$ cat src/rtl/sync_fifo_ext.sv
// sync_fifo_ext -- single-clock FIFO with occupancy flags and sticky errors.
//
// Ports:
//   clk          sole clock, all state updates on its rising edge
//   reset        asynchronous active-high reset
//   wren/datain  write request and data
//   rden         read request
//   flush        synchronous clear of contents (overrides wren/rden)
//   err_clr      clears overflow/underflow (a same-cycle set wins)
//   dataout      read data (registered, or first-word-fall-through when SHOWAHEAD=1)
//   full/empty/almost_full/almost_empty
//                decoded from the usedw register
//   usedw        occupancy, 0..DEPTH
//   overflow     sticky: a write was rejected
//   underflow    sticky: a read was attempted on empty
module sync_fifo_ext #(
   parameter int WIDTH      = 8,
   parameter int DEPTH      = 16,
   parameter int PTR        = 4,
   parameter int AFULL_THR  = 14,
   parameter int AEMPTY_THR = 2,
   parameter int SHOWAHEAD  = 0
) (
   input  logic             clk,
   input  logic             reset,
   input  logic             wren,
   input  logic [WIDTH-1:0] datain,
   input  logic             rden,
   input  logic             flush,
   input  logic             err_clr,
   output logic [WIDTH-1:0] dataout,
   output logic             full,
   output logic             empty,
   output logic             almost_full,
   output logic             almost_empty,
   output logic [PTR:0]     usedw,
   output logic             overflow,
   output logic             underflow
);

   localparam logic [PTR:0] DEPTH_U  = (PTR+1)'(DEPTH);
   localparam logic [PTR:0] AFULL_U  = (PTR+1)'(AFULL_THR);
   localparam logic [PTR:0] AEMPTY_U = (PTR+1)'(AEMPTY_THR);

   logic [WIDTH-1:0] mem [DEPTH];
   logic [PTR-1:0]   wr_ptr, rd_ptr;
   logic             rd_acc, wr_acc;
   logic             ovf_set, udf_set;

   assign full         = (usedw == DEPTH_U);
   assign empty        = (usedw == '0);
   assign almost_full  = (usedw >= AFULL_U);
   assign almost_empty = (usedw <= AEMPTY_U);

   // A write into a full FIFO is still taken when a read frees the slot
   // on the same edge; a read on empty never bypasses datain.
   assign rd_acc  = rden & ~empty & ~flush;
   assign wr_acc  = wren & ~flush & (~full | rd_acc);
   assign ovf_set = wren & ~flush & ~wr_acc;
   assign udf_set = rden & ~flush & empty;

   // Storage is deliberately left out of reset.
   always_ff @(posedge clk) begin
      if (wr_acc) mem[wr_ptr] <= datain;
   end

   // Pointers wrap naturally since DEPTH == 2**PTR.
   always_ff @(posedge clk or posedge reset) begin
      if (reset) begin
         wr_ptr <= '0;
         rd_ptr <= '0;
         usedw  <= '0;
      end else if (flush) begin
         wr_ptr <= '0;
         rd_ptr <= '0;
         usedw  <= '0;
      end else begin
         if (wr_acc) wr_ptr <= wr_ptr + 1'b1;
         if (rd_acc) rd_ptr <= rd_ptr + 1'b1;
         case ({wr_acc, rd_acc})
            2'b10:   usedw <= usedw + 1'b1;
            2'b01:   usedw <= usedw - 1'b1;
            default: usedw <= usedw;
         endcase
      end
   end

   // Sticky errors: set beats clear, flush leaves them alone.
   always_ff @(posedge clk or posedge reset) begin
      if (reset) begin
         overflow  <= 1'b0;
         underflow <= 1'b0;
      end else begin
         overflow  <= ovf_set | (overflow  & ~err_clr);
         underflow <= udf_set | (underflow & ~err_clr);
      end
   end

   generate
      if (SHOWAHEAD != 0) begin : g_fwft
         // Head word shown directly; forced to 0 so a flushed/empty FIFO
         // never exposes stale memory.
         assign dataout = empty ? '0 : mem[rd_ptr];
      end else begin : g_reg
         logic [WIDTH-1:0] dout_q;
         always_ff @(posedge clk or posedge reset) begin
            if (reset)       dout_q <= '0;
            else if (rd_acc) dout_q <= mem[rd_ptr];
         end
         assign dataout = dout_q;
      end
   endgenerate

endmodule

$ cat config.mk
export PLATFORM = sky130hd
export DESIGN_NAME = sync_fifo_ext
export DESIGN_NICKNAME = d
export VERILOG_FILES = /design/src/rtl/sync_fifo_ext.sv
export SDC_FILE = /design/constraint.sdc
export NUM_CORES = 1
export LEC_CHECK = 0
export CAP_MARGIN = 30
export CORE_ASPECT_RATIO = 0.75
export CORE_UTILIZATION = 31
export CTS_BUF_LIST = sky130_fd_sc_hd__clkbuf_4 sky130_fd_sc_hd__clkbuf_8
export DETAILED_ROUTE_END_ITERATION = 16
export DONT_BUFFER_PORTS = 1
export PLACE_DENSITY = 0.55
export SLEW_MARGIN = 10
export SYNTH_ARGS = -nofsm -noshare
export SYNTH_HDL_FRONTEND = slang
export SYNTH_SLANG_ARGS = --single-unit
$ cat constraint.sdc
create_clock -name clk -period 2.5 [get_ports clk]
set_clock_uncertainty 0.1 [all_clocks]
set_input_delay 0.5 -clock clk [delete_from_list [all_inputs] [get_ports clk]]
set_output_delay 0.5 -clock clk [all_outputs]
set_load 0.02 [all_outputs]
==> results by group <==
Run
  • Number of max-cap violations: 0

Routing
  • Drt total wl: 13.0 mm
  • Routed len/inst: 19.9 µm
  • Router iterations before antenna repair: 4
  • Metal-1 WL: 6.07 mm
  • Vias: 3142
  • Top Layer Used: met4
  • Met3 WL post-DR: 538 µm
  • WL met2: 6.25 mm
  • Drt via density: 4.82
  • Drt drc: 0
  • Antenna viol nets, final: 0
  • Drt first-iter violations: 181

Synthesis
  • Syn Nets: 369
  • Register area share after synthesis: 0.704
  • Largest cells by area after synthesis: edfxtp_1, mux4_2, dfrtp_1
  • Share of the synthesized area in the top cell type: 0.613
  • Post-synthesis average cell area: 18.1 µm²
  • Mapped cell area: 6270 µm²
  • Post-Syn Instances: 346
  • Yosys cell types: 43
  • Warnings from Yosys: 0
  • Synth area leader: edfxtp_1
  • Synthesis-stage register bit count: 151

Global route
  • Tot GR Track Use: 0.133
  • First-pass GRT wire length: 20.0 mm
  • Largest net degree at the start of global routing: 26
  • Vias in the first global route: 3227
  • GR Overflow Total: 0
  • Initial antenna violation count: 0

Die
  • Initial core utilization: 0.320
  • FP Rows: 44
  • Die area: 20800 µm²
  • Die Y-Extent: 125 µm
  • Core area: 19600 µm²
  • # IOs: 33
  • Die width: 166 µm

STA
  • Highest Clock Rate: 0.412 GHz
  • Final Max Tran Viols: 0
  • Actual slew at the worst max-slew pin: 0.518 ns
  • Crit share post-route: 0.970
  • Setup violators final: 0
  • Total negative setup slack: 0 ns
  • Period minus WS final: 2.43 ns
  • Final Hold Vio Count: 0
  • Max_slew headroom: 0.654
  • Hold slack: 0.0430 ns

Layout
  • Final nets: 409
  • Multi-input gate area in the final layout: 1800 µm²
  • Post-layout util: 0.377
  • Commonest cells after routing, fill and taps aside: edfxtp_1, buf_4, mux4_2
  • Register area: 4420 µm²
  • Area Growth Syn to Fin: 17.7%
  • Layout cells sized above 1: 0.323
  • Antenna cells: 0
  • Most common cell after layout, fill and taps aside: edfxtp_1
  • Fill count: 1813

Setup path
  • Worst setup SP type: flip-flop
  • Critical path's largest stage delay: 0.55 ns
  • CP bufs+invs: 1
  • Worst Setup Path Type: flip-flop to flip-flop
  • Crit path max fanout: 3
  • Top Family by Delay on Critical Path: simple AND/OR/NAND/NOR gates
  • Crit path depth: 10
  • Slowest-stage cell, CP: or4_4
  • RR Startpoint: usedw[0]
  • Crit. End Element: flip-flop
  • CP startpoint: usedw[0]
  • Reg2Reg Depth: 10
  • CP required: 2.77 ns
  • Ordered cell list for the critical path: or4_4, o21ai_4, or3_4, inv_4, ha_4, nand2b_4, o2bb2ai_4, mux2i_1, or2_4, a21oi_2
  • WP data arrival: 2.70 ns

Min path
  • Worst Hold Class: input port to flip-flop
  • Hold Path Origin: datain[4]
  • Hold path depth: 0

Power
  • Lkg Pwr: 2.48 nW
  • Pwr/cell area: 900 nW/µm²
  • Peak supply drop: 0.562 mV
  • Tot Pwr: 0.00664 W

Place
  • HPWL after detailed placement: 8.44 mm
  • Port bufs: 0
  • Global placement routability congestion: 0.749

Clock tree
  • CTS tree: done
  • Max clock buf depth: 2
  • Clock root cell: clkbuf_8
  • CTS Buf Count: 17
  • CTS H-Tree Depth: 4
  • Reg clk slew, reported paths: 0.08 ns
  • Clock Sinks: 151
  • Clock Latency Late Sink: 0.45 ns

Outcome
  • Status: finished, final reports clean
[power breakdown]
part	switching, W	internal, W
registers	0.000180	0.00286
clock network	0.000916	0.00130
logic	0.000735	0.000653
[path summary, 6_finish.rpt]
check,end,slack [ns]
max in group asynchronous,usedw[2],1.58
min,mem[0][4],0.04
max,usedw[4],0.07
max reg2reg,usedw[4],0.07
min in group asynchronous,overflow,0.45
min reg2reg,rd_ptr[2],0.51
[flip-flops by register name, summed over array words and instances, names as in the netlist]
register and flops:
mem 128, rd_ptr 4, wr_ptr 4, dataout 8, underflow 1, usedw 5
overflow 1
[synth_stat cells, drive strengths merged]
cell	instances
a2111oi	1
a211oi	1
a21o	1
a21oi	6
a2bb2oi	1
a31o	1
a31oi	1
and2	9
and3	1
buf	12
clkbuf	6
dfrtp	23
edfxtp	128
fa	1
ha	8
inv	14
mux2i	20
mux4	32
nand2	15
nand2b	4
nand3	7
nand4	1
nor2	15
nor2b	4
nor3b	2
nor4	5
o21ai	3
o221ai	8
o2bb2ai	1
o32ai	1
or2	2
or3	3
or4	1
xnor2	4
xor2	4
[per-stage QoR]
stage / area (µm²) / std cells / worst slack, ns
2_1_floorplan: 6310 / 346 / -0.100
3_3_place_gp: 6840 / 616 / 0.0891
3_5_place_dp: 6840 / 616 / 0.0392
4_1_cts: 7340 / 650 / 0.00765
5_1_grt: 7380 / 652 / -0.00610
6_report: 7380 / 652 / 0.0743
[routing by layer]
metal | global-route usage | vias to the layer above
li1 | - | 1433
met1 | 0.182 | 1654
met3 | 0.0361 | 11
met5 | 0 | -
met2 | 0.208 | 44
met4 | 0.0359 | 0
[final cells by class]
class,count,area share
flip-flops and latches,151,0.599
multi-input cells,163,0.243
well taps,253,0.0429
repair buffers,39,0.0420
clock inverters,15,0.0334
clock buffers,17,0.0317
inverters,14,0.00746
[timing repair]
item	4_1_cts	5_1_grt
buffers inserted	0	2
setup endpoints to repair	0	2
resized for setup	0	5
hold buffers	2	0
hold endpoints to repair	36	0
[cells by family after synthesis]
kind of cell	share of synthesized area
mux	0.149
xor+xnor	0.0112
buf+inv	0.0227
fa+ha+maj	0.0191
compound gates	0.0343
simple gates	0.0596
flops	0.704
Note: power is estimated with default switching activity, not from simulation.
